### src/rtl/e203_exu_longpwbck_mc.sv
// rtl/e203_exu_longpwbck_mc.sv - buffered multi-channel long-pipe writeback arbiter
// Retires OITF entries in order and queues results for writeback or commit.
module e203_exu_longpwbck_mc #(
  parameter int NCH       = 2,
  parameter int XLEN      = 32,
  parameter int ITAG_W    = 1,
  parameter int RFIDX_W   = 5,
  parameter int ADDR_W    = 32,
  parameter int PC_W      = 32,
  parameter int BUF_DEPTH = 2
) (
  input  logic                    clk,
  input  logic                    rst_n,
  input  logic [NCH-1:0]          ch_wbck_i_valid,
  output logic [NCH-1:0]          ch_wbck_i_ready,
  input  logic [NCH*XLEN-1:0]     ch_wbck_i_wdat,
  input  logic [NCH*5-1:0]        ch_wbck_i_flags,
  input  logic [NCH*ITAG_W-1:0]   ch_wbck_i_itag,
  input  logic [NCH-1:0]          ch_wbck_i_err,
  input  logic [NCH-1:0]          ch_cmt_i_buserr,
  input  logic [NCH-1:0]          ch_cmt_i_ld,
  input  logic [NCH-1:0]          ch_cmt_i_st,
  input  logic [NCH*ADDR_W-1:0]   ch_cmt_i_badaddr,
  input  logic                    oitf_empty,
  input  logic [ITAG_W-1:0]       oitf_ret_ptr,
  input  logic [RFIDX_W-1:0]      oitf_ret_rdidx,
  input  logic [PC_W-1:0]         oitf_ret_pc,
  input  logic                    oitf_ret_rdwen,
  output logic                    oitf_ret_ena,
  output logic                    longp_wbck_o_valid,
  input  logic                    longp_wbck_o_ready,
  output logic [XLEN-1:0]         longp_wbck_o_wdat,
  output logic [4:0]              longp_wbck_o_flags,
  output logic [RFIDX_W-1:0]      longp_wbck_o_rdidx,
  output logic                    longp_excp_o_valid,
  input  logic                    longp_excp_o_ready,
  output logic                    longp_excp_o_insterr,
  output logic                    longp_excp_o_ld,
  output logic                    longp_excp_o_st,
  output logic                    longp_excp_o_buserr,
  output logic [ADDR_W-1:0]       longp_excp_o_badaddr,
  output logic [PC_W-1:0]         longp_excp_o_pc,
  output logic                    longp_buf_empty
);

  localparam int PTR_W = (BUF_DEPTH > 1) ? $clog2(BUF_DEPTH) : 1;
  localparam int CNT_W = $clog2(BUF_DEPTH + 1);
  localparam int SEL_W = (NCH > 1) ? $clog2(NCH) : 1;
  localparam logic [PTR_W-1:0] LAST_PTR = PTR_W'(BUF_DEPTH - 1);
  localparam logic [CNT_W-1:0] FULL_CNT = CNT_W'(BUF_DEPTH);

  logic [XLEN-1:0]    buf_wdat    [BUF_DEPTH];
  logic [4:0]         buf_flags   [BUF_DEPTH];
  logic [RFIDX_W-1:0] buf_rdidx   [BUF_DEPTH];
  logic               buf_rdwen   [BUF_DEPTH];
  logic               buf_err     [BUF_DEPTH];
  logic               buf_ld      [BUF_DEPTH];
  logic               buf_st      [BUF_DEPTH];
  logic               buf_buserr  [BUF_DEPTH];
  logic [ADDR_W-1:0]  buf_badaddr [BUF_DEPTH];
  logic [PC_W-1:0]    buf_pc      [BUF_DEPTH];

  logic [PTR_W-1:0] rd_ptr, wr_ptr;
  logic [CNT_W-1:0] count;
  logic             full, empty, pop, push, can_push, any_match;
  logic [SEL_W-1:0] sel;
  logic [XLEN-1:0]  sel_wdat;
  logic [4:0]       sel_flags;
  logic             sel_err, sel_ld, sel_st, sel_buserr;
  logic [ADDR_W-1:0] sel_badaddr;
  logic             head_wb, head_ex, head_nop;

  assign full  = (count == FULL_CNT);
  assign empty = (count == '0);

  // Descending scan so the lowest matching channel wins.
  always_comb begin
    any_match   = 1'b0;
    sel         = '0;
    sel_wdat    = '0;
    sel_flags   = '0;
    sel_err     = 1'b0;
    sel_ld      = 1'b0;
    sel_st      = 1'b0;
    sel_buserr  = 1'b0;
    sel_badaddr = '0;
    for (int k = NCH - 1; k >= 0; k--) begin
      if (ch_wbck_i_valid[k] && (ch_wbck_i_itag[k*ITAG_W +: ITAG_W] == oitf_ret_ptr) && !oitf_empty) begin
        any_match   = 1'b1;
        sel         = SEL_W'(k);
        sel_wdat    = ch_wbck_i_wdat[k*XLEN +: XLEN];
        sel_flags   = ch_wbck_i_flags[k*5 +: 5];
        sel_err     = ch_wbck_i_err[k];
        sel_ld      = ch_cmt_i_ld[k];
        sel_st      = ch_cmt_i_st[k];
        sel_buserr  = ch_cmt_i_buserr[k];
        sel_badaddr = ch_cmt_i_badaddr[k*ADDR_W +: ADDR_W];
      end
    end
  end

  assign head_wb  = buf_rdwen[rd_ptr] & ~buf_err[rd_ptr];
  assign head_ex  = buf_err[rd_ptr];
  assign head_nop = ~buf_rdwen[rd_ptr] & ~buf_err[rd_ptr];

  assign pop      = ~empty & ((head_wb & longp_wbck_o_ready) | (head_ex & longp_excp_o_ready) | head_nop);
  assign can_push = ~full | pop;
  assign push     = any_match & can_push;
  assign oitf_ret_ena = push;

  always_comb begin
    ch_wbck_i_ready = '0;
    for (int k = 0; k < NCH; k++) begin
      ch_wbck_i_ready[k] = any_match && (sel == SEL_W'(k)) && can_push;
    end
  end

  // Fault side-band is zeroed for clean results so it can never leak into commit.
  always_ff @(posedge clk) begin
    if (push) begin
      buf_wdat[wr_ptr]    <= sel_wdat;
      buf_flags[wr_ptr]   <= sel_flags;
      buf_rdidx[wr_ptr]   <= oitf_ret_rdidx;
      buf_rdwen[wr_ptr]   <= oitf_ret_rdwen;
      buf_err[wr_ptr]     <= sel_err;
      buf_ld[wr_ptr]      <= sel_err & sel_ld;
      buf_st[wr_ptr]      <= sel_err & sel_st;
      buf_buserr[wr_ptr]  <= sel_err & sel_buserr;
      buf_badaddr[wr_ptr] <= sel_err ? sel_badaddr : '0;
      buf_pc[wr_ptr]      <= oitf_ret_pc;
    end
  end

  always_ff @(posedge clk or negedge rst_n) begin
    if (!rst_n) begin
      rd_ptr <= '0;
      wr_ptr <= '0;
      count  <= '0;
    end else begin
      if (push) wr_ptr <= (wr_ptr == LAST_PTR) ? '0 : wr_ptr + 1'b1;
      if (pop)  rd_ptr <= (rd_ptr == LAST_PTR) ? '0 : rd_ptr + 1'b1;
      count <= count + CNT_W'(push) - CNT_W'(pop);
    end
  end

  assign longp_wbck_o_valid   = ~empty & head_wb;
  assign longp_excp_o_valid   = ~empty & head_ex;
  assign longp_wbck_o_wdat    = buf_wdat[rd_ptr];
  assign longp_wbck_o_flags   = buf_flags[rd_ptr];
  assign longp_wbck_o_rdidx   = buf_rdidx[rd_ptr];
  assign longp_excp_o_insterr = 1'b0;
  assign longp_excp_o_ld      = buf_ld[rd_ptr];
  assign longp_excp_o_st      = buf_st[rd_ptr];
  assign longp_excp_o_buserr  = buf_buserr[rd_ptr];
  assign longp_excp_o_badaddr = buf_badaddr[rd_ptr];
  assign longp_excp_o_pc      = buf_pc[rd_ptr];
  assign longp_buf_empty      = empty;

endmodule

### config.mk
export PLATFORM = sky130hd
export DESIGN_NAME = e203_exu_longpwbck_mc
export DESIGN_NICKNAME = d
export VERILOG_FILES = /design/src/rtl/e203_exu_longpwbck_mc.sv
export SDC_FILE = /design/constraint.sdc
export NUM_CORES = 1
export LEC_CHECK = 0
export BUFFER_PORTS_ARGS = -buffer_cell sky130_fd_sc_hd__buf_4
export CORE_MARGIN = 3
export CORE_UTILIZATION = 45
export CTS_BUF_LIST = sky130_fd_sc_hd__clkbuf_4
export DETAILED_ROUTE_END_ITERATION = 7
export PLACE_DENSITY = 0.72
export SKIP_LAST_GASP = 1
export SLEW_MARGIN = 0
export SYNTH_ARGS = -nofsm -noshare
export SYNTH_HDL_FRONTEND = slang
export SYNTH_SLANG_ARGS = --single-unit
### constraint.sdc
create_clock -name clk -period 10.5 [get_ports clk]
set_input_delay 2.1 -clock clk [delete_from_list [all_inputs] [get_ports clk]]
set_output_delay 2.1 -clock clk [all_outputs]
set_load 0.005 [all_outputs]
==> summary.md, run 1 <==
| Metric | Value |
|---|---|
| Pin count of the biggest net entering global routing | `83` |
| Total congestion overflow | `0` |
| Clk Tree Root Cell | `clkbuf_4` |
| R2R depth | `6` |
| Core Util, Final | `62.5%` |
| Htree depth | `2` |
| Max-slew violation count | `0` |
| PortBufs | `308` |
| Clock Skews | `27.9 ps` |
| Post-CTS setup buffer count | `0` |
| Share of cells above drive strength 1 | `55.4%` |
| Leakage power | `4.92 nW` |
| Final Hold Fails | `0` |
| Vias in the first global route | `6468` |
| Worst skew pair latency | `650 ps` |
| Vias per cell | `5.16` |
| Syn nets | `755` |
| Synth area leader | `edfxtp_1` |
| Clock sink count | `226` |
| Min-Delay Endpoint | `wr_ptr` |
| Total GRT Usage | `18.6%` |
| Synth Flop Type | `edfxtp_1` |
| Yosys warnings | `0` |
| Placed cell count | `1107` |
| Die Width | `152 um` |
| Slew margin rel. | `24.9%` |
| TritonCTS Buffers | `54` |
| Nets | `1088` |
| Synth cell types | `37` |
| FP Rows | `52` |
| Dpl hpwl | `15500 um` |
| Total of max-cap violations | `0` |
| Routed Antenna Nets | `0` |
| CP Capture Type | `output pin` |
| Worst reg2reg path startpoint | `rd_ptr` |
| Clk buf depth | `3` |
| Final GP Congestion | `0.826` |
| Cells on Worst Hold Path | `1` |
| Seq/Total Area, Yosys | `71.0%` |
| 1st-iter DRT viols | `270` |
| CTS tree | `yes` |
| Max VDD drop | `0.000101 V` |
| Status | `finished clean` |
| Top-count cell post-synth | `edfxtp_1` |
| Maximum fanout along the worst path | `36` |
| RSZ-0062 raised after global routing | `false` |
| Final std cells w/o fill | `1207` |
| Gate Count Post-Synth | `560` |
| PD cells | `215 mW/mm^2` |
| Detailed-route wire length per cell | `18.4 um` |
| Synth-to-Final Area Change | `34.3%` |
| Core Box Area | `0.0205 mm^2` |
| Tmin final | `5740 ps` |
| Worst Hold Class | `flop to flop` |
| Chip Height | `152 um` |
| Drt pass-1 iters | `4` |
| Post-synth top area share | `69.9%` |
| Slew @ Worst Pin | `1120 ps` |
| Initial antenna violation count | `1` |
| Drt drc | `0` |
| Mean Syn Cell Area | `17.0 um^2` |
| Post-synth EDFFs | `222` |
| Synth cell count leaders | `edfxtp_1, mux2_2, a22o_1` |
| Cell Area, Synth | `0.00954 mm^2` |
| Global-route wire length before repair | `32900 um` |
| CTS resizes | `0` |
| Initial Util | `46.5%` |
| Critical path class | `input pin to output pin` |
| Area contributors post-synth | `edfxtp_1, mux2_2, a22o_1` |
| Clock slew at reported path FFs | `60 ps` |
| Vias | `6234` |
| Final setup viols | `0` |
| FF+latch count, synth | `226` |
| Hold buffer count at CTS | `0` |
| R2r endpoint | `buf_wdat[1][2]` |
| Asr flop ratio synth | `1.77%` |
| Reg2reg setup slack | `6490 ps` |
| Die ar. | `0.0230 mm^2` |
| Fmax | `174 MHz` |
| Post-Route WL | `22200 um` |
| HP Start | `wr_ptr` |
| CP required | `8400 ps` |
| WP data arrival | `3640 ps` |
| Tcrit/Tclk final | `54.7%` |
| IO Count | `310` |
| Setup TNS | `0 ps` |
| Startpoint types | `input pin` |
| Hold_ws | `581 ps` |
flip-flops by register name, indices dropped and copies added, names as in the netlist:
register,flops
buf_badaddr,64
buf_buserr,2
buf_err,2
buf_flags,10
buf_ld,2
buf_pc,64
buf_rdidx,10
buf_rdwen,2
buf_st,2
buf_wdat,64
count,2
rd_ptr,1
wr_ptr,1
placed cells by master, fill, tap and decap left out, types with 2 or more instances in the layout:
master | synthesis | final
a221oi_2 | 2 | 2
a22o_1 | 38 | 38
and2_1 | 35 | 35
buf_4 | 4 | 315
bufinv_16 | 0 | 3
clkbuf_4 | 0 | 77
clkinv_1 | 0 | 15
clkinv_2 | 0 | 4
dfrtp_1 | 4 | 3
edfxtp_1 | 222 | 222
inv_1 | 5 | 5
mux2_2 | 109 | 109
nand2_1 | 3 | 3
nor2_1 | 10 | 8
nor2_4 | 0 | 2
nor2b_1 | 2 | 2
nor3b_2 | 0 | 2
o21ai_0 | 24 | 24
o21ai_1 | 11 | 11
o2bb2ai_1 | 35 | 35
xnor2_1 | 3 | 3
kinds of logic (layout without fill, tap and decap cells):
logic type / count (synthesis) / count (layout) / share of synthesized area (%)
flops: 226 / 226 / 71.0
compound gates: 113 / 113 / 9.11
mux: 110 / 110 / 13.0
simple gates: 59 / 59 / 3.66
buf+inv: 44 / 420 / 2.43
xor+xnor: 6 / 6 / 0.709
fa+ha+maj: 1 / 1 / 0.131
other cells: 1 / 2 / 0.0393
how the worst max path moves through the flow:
stage	from	to	slack [ps]
final	ch_wbck_i_valid[0]	ch_wbck_i_ready[1]	4760
after detailed placement	longp_wbck_o_ready	oitf_ret_ena	4690
after global routing	longp_wbck_o_ready	oitf_ret_ena	4590
after floorplan	longp_excp_o_ready	buf_badaddr[0][0]	2200
after global placement	longp_wbck_o_ready	oitf_ret_ena	4740
after CTS	longp_wbck_o_ready	oitf_ret_ena	4680
layout make-up:
class / instances / area, um^2
Antenna cell: 1 / 2.50
Clock buffer: 77 / 578
Clock inverter: 22 / 166
Fill cell: 1567 / 7690
Inverter: 6 / 22.5
Multi-Input combinational cell: 290 / 2560
Sequential cell: 226 / 6770
Tap cell: 270 / 338
Timing Repair Buffer: 315 / 2360
worst max-delay path, cell delays in order:
cell and delay, ps:
buf_4 120, nor2b_1 140, nor3_1 130, a31oi_1 90, or3b_1 360, buf_4 250
nor2_1 280, buf_4 170
per-stage QoR:
stage	instance area [um^2]	worst slack, ps	power (W)
6_report	12800	4760	0.00276
4_1_cts	12800	4680	0.00280
3_5_place_dp	12100	4690	0.00206
3_3_place_gp	12100	4740	0.00204
2_1_floorplan	9540	2200	0.00165
5_1_grt	12800	4590	0.00291
power breakdown:
part	internal [W]	switching [W]
registers	0.00114	0.0000577
logic	0.000464	0.000357
clock network	0.000413	0.000322
total	0.00202	0.000737
routing by layer:
layer  up-vias  global-route usage [%]  part of all wire, %
li1       2926                       -                    -
met1      2990                    21.4                   37
met2       284                    32.2                   50
met3        34                    6.51                   11
met4         0                    6.96                  2.1
met5         -                       0                    0
No activity file was read; power rests on OpenSTA's default activity.
==> run 2, diff against run 1 <==
Clock period 10.5 ns to 5.42 ns, I/O delays scaled along.
==> summary.md, run 2 (synthesis results as in run 1) <==
| Metric | Value |
|---|---|
| Final Hold Fails | `0 (unchanged)` |
| Dpl hpwl | `15400 um (was 15500 um)` |
| Biggest regs | `buf_badaddr x64, buf_pc x64, buf_wdat x64 (unchanged)` |
| Pin count of the biggest net entering global routing | `74 (was 83)` |
| FP Rows | `52 (unchanged)` |
| Leakage power | `4.90 nW (was 4.92 nW)` |
| Share of cells above drive strength 1 | `55.3% (was 55.4%)` |
| Initial Util | `46.5% (unchanged)` |
| Worst reg2reg path startpoint | `rd_ptr (unchanged)` |
| Vias | `6202 (was 6234)` |
| CP Capture Type | `output pin (unchanged)` |
| R2R depth | `6 (unchanged)` |
| RSZ-0062 raised after global routing | `false (unchanged)` |
| Die Width | `152 um (unchanged)` |
| Tcrit/Tclk final | `73.0%` |
| R2r endpoint | `buf_badaddr[1][17] (was buf_wdat[1][2])` |
| Final GP Congestion | `0.777 (was 0.826)` |
| Maximum fanout along the worst path | `62 (was 36)` |
| Total of max-cap violations | `0 (unchanged)` |
| PD cells | `411 mW/mm^2 (was 215 mW/mm^2)` |
| Detailed-route wire length per cell | `18.2 um (was 18.4 um)` |
| Clk buf depth | `3 (unchanged)` |
| Max VDD drop | `0.000216 V (was 0.000101 V)` |
| Startpoint types | `flop (was input pin)` |
| CP required | `4340 ps (was 8400 ps)` |
| TritonCTS Buffers | `55 (was 54)` |
| 1st-iter DRT viols | `272 (was 270)` |
| Routed Antenna Nets | `0 (unchanged)` |
| Initial antenna violation count | `1 (unchanged)` |
| Power, Total | `0.00524 W (was 0.00276 W)` |
| Fmax | `253 MHz` |
| Slew margin rel. | `45.2% (was 24.9%)` |
| Clk Tree Root Cell | `clkbuf_4 (unchanged)` |
| Fill cell count | `1605 (was 1567)` |
| Total congestion overflow | `0 (unchanged)` |
| Global-route wire length before repair | `32500 um (was 32900 um)` |
| Clock slew at reported path FFs | `60 ps (about the same)` |
| Commonest non-fill, non-tap cell in the layout | `buf_4 (unchanged)` |
| Chip Height | `152 um (unchanged)` |
| Setup TNS | `0 ps (unchanged)` |
| Worst skew pair latency | `620 ps (was 650 ps)` |
| Hold buffer count at CTS | `0 (unchanged)` |
| CTS resizes | `0 (unchanged)` |
| CTS tree | `yes (unchanged)` |
| Final setup viols | `0 (unchanged)` |
| Core Box Area | `0.0205 mm^2 (unchanged)` |
| Max-slew violation count | `0 (unchanged)` |
| Slew @ Worst Pin | `822 ps (was 1120 ps)` |
| Drt drc | `0 (unchanged)` |
| WP data arrival | `2870 ps (was 3640 ps)` |
| Vias per cell | `5.13 (was 5.16)` |
| Status | `finished clean (unchanged)` |
| Vias in the first global route | `6438 (was 6468)` |
| Most frequent cells in the layout | `buf_4, edfxtp_1, mux2_2 (unchanged)` |
| Synth-to-Final Area Change | `33.9% (was 34.3%)` |
| Clock Skews | `24.7 ps (was 27.9 ps)` |
| Post-Route WL | `22100 um (was 22200 um)` |
| IO Count | `310 (unchanged)` |
| Die ar. | `0.0230 mm^2 (unchanged)` |
| Tmin final | `3950 ps` |
| Reg2reg setup slack | `2230 ps (was 6490 ps)` |
| Worst Hold Class | `input pin to asynchronous set/reset pin (was flop to flop)` |
| Drt pass-1 iters | `4 (unchanged)` |
| Post-CTS setup buffer count | `0 (unchanged)` |
| PortBufs | `308 (unchanged)` |
| Clock sink count | `226 (unchanged)` |
| Htree depth | `2 (unchanged)` |
| Nets | `1090 (was 1088)` |
| Critical path class | `flop to output pin (was input pin to output pin)` |
| Total GRT Usage | `18.4% (was 18.6%)` |
==> run 2: cell count changes in the layout (fill, tap and decap cells not counted), sizes merged <==
cell / delta
buf: +1
clkbuf: +1
clkinv: +1
bufinv: -2
inv: +1
==> run 2: power by group <==
group          total [W]  internal (W)  switching, W
Clock            0.00134      0.000712      0.000623
Combinational    0.00154      0.000898      0.000645
Sequential       0.00236       0.00222      0.000149
Total            0.00524       0.00383       0.00142
==> run 2: layout make-up <==
type | count | area (um^2) | share of cell area, %
Sequential cell | 226 | 6770 | 53.0
Multi-Input combinational cell | 290 | 2560 | 20.1
Timing Repair Buffer | 316 | 2370 | 18.6
Clock buffer | 78 | 586 | 4.59
Tap cell | 270 | 338 | 2.65
Clock inverter | 22 | 113 | 0.882
Inverter | 6 | 22.5 | 0.176
Antenna cell | 1 | 2.50 | 0.0196
==> run 2: worst max-delay path by stage <==
| stage | start | slack [ps] | end |
|---|---|---|---|
| 2_1_floorplan | longp_excp_o_ready | 70 | buf_badaddr[0][0] |
| 3_3_place_gp | longp_wbck_o_ready | 1850 | oitf_ret_ena |
| 3_5_place_dp | longp_wbck_o_ready | 1800 | oitf_ret_ena |
| 4_1_cts | rd_ptr | 1320 | oitf_ret_ena |
| 5_1_grt | rd_ptr | 1220 | oitf_ret_ena |
| 6_report | rd_ptr | 1470 | oitf_ret_ena |
==> run 2: per-stage QoR <==
stage               cell area, um^2  instances  hold WS (ps)  util [%]  setup WS [ps]
floorplan                      9540        560           510         -           65.1
global placement              12100       1108           558      58.9           1850
detailed placement            12100       1108           582      58.9           1800
CTS                           12800       1208           172      62.3           1320
global route                  12800       1209           171      62.3           1220
finish                        12800       1209           247      62.3           1470
==> run 2: per-layer routing <==
layer / vias to the layer above / wire, um / track usage, %
li1: 2918 / - / -
met1: 2983 / 8460 / 21.7
met2: 269 / 11000 / 31.8
met3: 32 / 2240 / 5.83
met4: 0 / 393 / 6.51
met5: - / 0 / 0
==> run 2: worst max-delay path: stages, from the launching register on <==
cell and delay [ps]:
dfrtp_4 950, inv_2 110, a221oi_2 260, nor4b_2 120
or3_1 540, inv_1 150, buf_4 120
==> run 3, diff against run 2 <==
Settings changed: PLACE_DENSITY 0.72 to 0.75.
Clock period 5.42 ns to 3.57 ns, I/O delays scaled along.
==> summary.md, run 3 (synthesis results as in run 1) <==
| Metric | Value |
|---|---|
| Maximum fanout along the worst path | `5 (was 62)` |
| Detailed-route wire length per cell | `18.5 um (was 18.2 um)` |
| Worst reg2reg path startpoint | `buf_err[1] (was rd_ptr)` |
| CP bufs+invs | `2 (was 3)` |
| Vias | `6156 (was 6202)` |
| Sw Share | `26.9% (was 27.0%)` |
| R2R depth | `6 (unchanged)` |
| Share of cells above drive strength 1 | `55.5% (was 55.3%)` |
| Placement Cell Area | `0.0122 mm^2 (was 0.0121 mm^2)` |
| Synth-to-Final Area Change | `34.7% (was 33.9%)` |
| Final Hold Fails | `0 (unchanged)` |
| Worst skew pair latency | `640 ps (was 620 ps)` |
| Post-Route WL | `22300 um (was 22100 um)` |
| Min-Delay Endpoint | `buf_pc[1][17]` |
| Slew @ Worst Pin | `586 ps (was 822 ps)` |
| WP data arrival | `2640 ps (was 2870 ps)` |
| Clock slew at reported path FFs | `60 ps (about the same)` |
| Tmin final | `3350 ps` |
| Drt drc | `0 (unchanged)` |
| Max VDD drop | `0.000279 V (was 0.000216 V)` |
| Post-CTS setup buffer count | `0 (unchanged)` |
| Total GRT Usage | `18.5% (was 18.4%)` |
| R2r endpoint | `buf_badaddr[0][7] (was buf_badaddr[1][17])` |
| Final setup viols | `0 (unchanged)` |
| FF/Latch Area | `0.00677 mm^2 (unchanged)` |
| HP Start | `oitf_ret_pc[17]` |
| Cells on Worst Hold Path | `1` |
| Critical-path cell list | `nor2_1, a221oi_4, nor4b_2, or3_1, inv_1, buf_4 (was inv_2, a221oi_2, nor4b_2, or3_1, inv_1, buf_4)` |
| Routed Antenna Nets | `0 (unchanged)` |
| Initial Util | `46.5% (unchanged)` |
| Tcrit/Tclk final | `93.8%` |
| PortBufs | `308 (unchanged)` |
| CP Capture Type | `output pin (unchanged)` |
| Clock Skews | `15.9 ps (was 24.7 ps)` |
| Dpl hpwl | `15500 um (was 15400 um)` |
| Slew margin rel. | `60.7% (was 45.2%)` |
| Vias in the first global route | `6193 (was 6438)` |
| Total of max-cap violations | `0 (unchanged)` |
| Htree depth | `2 (unchanged)` |
| PD cells | `622 mW/mm^2 (was 411 mW/mm^2)` |
| Internal | `0.00584 W (was 0.00383 W)` |
| 1st-iter DRT viols | `231 (was 272)` |
| Status | `finished clean (unchanged)` |
| Final GP Congestion | `0.781 (was 0.777)` |
| Critical path class | `flop to output pin (unchanged)` |
| Core Box Area | `0.0205 mm^2 (unchanged)` |
| Fmax | `298 MHz` |
| Reg2reg setup slack | `1080 ps (was 2230 ps)` |
| Net load switching power | `0.00215 W (was 0.00142 W)` |
| CTS resizes | `0 (unchanged)` |
| Final setup margin | `220 ps (was 1470 ps)` |
| Clk buf depth | `3 (unchanged)` |
| Core Util, Final | `62.7% (was 62.3%)` |
| Hold_ws | `257 ps (was 247 ps)` |
| FP Rows | `52 (unchanged)` |
| Commonest non-fill, non-tap cell in the layout | `buf_4 (unchanged)` |
| RSZ-0062 raised after global routing | `false (unchanged)` |
| IO Count | `310 (unchanged)` |
| Sequential share of power | `43.4% (was 45.1%)` |
| Vias per cell | `5.13 (about the same)` |
| Die Width | `152 um (unchanged)` |
| TritonCTS Buffers | `54 (was 55)` |
| Chip Height | `152 um (unchanged)` |
| Leakage power | `4.91 nW (was 4.90 nW)` |
| Clk Tree Root Cell | `clkbuf_4 (unchanged)` |
| Hold buffer count at CTS | `1 (was 0)` |
| Clock sink count | `226 (unchanged)` |
| CTS tree | `yes (unchanged)` |
| Most frequent cells in the layout | `buf_4, edfxtp_1, mux2_2 (unchanged)` |
| Multi-input combinational cell area | `0.00259 mm^2 (was 0.00256 mm^2)` |
| Total congestion overflow | `0 (unchanged)` |
| CP max stage delay | `520 ps (was 950 ps)` |
| Global-route wire length before repair | `32300 um (was 32500 um)` |
| Final instance area | `0.0128 mm^2 (about the same)` |
| Comb pwr share | `31.9% (was 29.4%)` |
| Biggest regs | `buf_badaddr x64, buf_pc x64, buf_wdat x64 (unchanged)` |
| Crit-path leading delay family | `simple AND/OR/NAND/NOR gates (was flip-flops)` |
| Die ar. | `0.0230 mm^2 (unchanged)` |
| Setup TNS | `0 ps (unchanged)` |
| Startpoint types | `flop (unchanged)` |
| Initial antenna violation count | `1 (unchanged)` |
| Drt pass-1 iters | `6 (was 4)` |
| Pin count of the biggest net entering global routing | `85 (was 74)` |
| Nets | `1094 (was 1090)` |
| Max-slew violation count | `0 (unchanged)` |
| CP required | `2860 ps (was 4340 ps)` |
| Worst Hold Class | `input pin to flop (was input pin to asynchronous set/reset pin)` |
| Place WS | `525 ps (was 1800 ps)` |
| Slowest CP cell | `nor4b_2 (was dfrtp_4)` |
| Clock power share | `24.7% (was 25.5%)` |
| Fill cell count | `1618 (was 1605)` |
[run 3: worst max path at each step]
stage | slack [ps] | from | endpoint | cells after the start
after detailed placement | 520 | longp_wbck_o_ready | oitf_ret_ena | 7
after CTS | 120 | buf_err[1] | oitf_ret_ena | 6
after global placement | 550 | longp_wbck_o_ready | oitf_ret_ena | 7
after floorplan | -120 | longp_excp_o_ready | buf_badaddr[0][0] | 6
final | 220 | buf_err[1] | oitf_ret_ena | 6
after global routing | 4 | buf_err[1] | oitf_ret_ena | 6
[run 3: layer usage]
layer  GRT usage (%)  vias to the layer above  wire length, um
met3            6.16                       20             2320
met1            21.8                     2969             8200
li1                -                     2907                -
met5               0                        -                0
met2            32.3                      260            11400
met4            5.88                        0              332
[run 3: cell type report]
cell class | instances | share of cell area [%]
antenna | 1 | 0.0195
clock buffer | 72 | 4.21
clock inverter | 15 | 0.857
inverter | 6 | 0.273
multi-input combinational | 290 | 20.1
sequential | 226 | 52.7
tap | 270 | 2.63
timing repair buffer | 321 | 19.2
[run 3: worst register-to-register path, delay by kind of cell, from the launching register on]
kind | cells | cell delay [ps]
AOI/OAI and AO/OA | 1 | 260
buffers and inverters | 1 | 320
DFF | 1 | 450
and+or+nand+nor | 4 | 1030
[run 3: power groups by stage]
stage | Clock, W | Combinational [W] | Sequential [W]
after floorplan | 0 | 0.00133 | 0.00350
after global placement | 0 | 0.00258 | 0.00351
after detailed placement | 0 | 0.00258 | 0.00353
after CTS | 0.00204 | 0.00260 | 0.00347
after global routing | 0.00217 | 0.00275 | 0.00350
final | 0.00197 | 0.00255 | 0.00347
[run 3: metrics by stage]
step	total power (W)	instances
final	0.00799	1201
after global routing	0.00843	1201
after floorplan	0.00483	560
after global placement	0.00609	1112
after CTS	0.00812	1200
after detailed placement	0.00611	1112
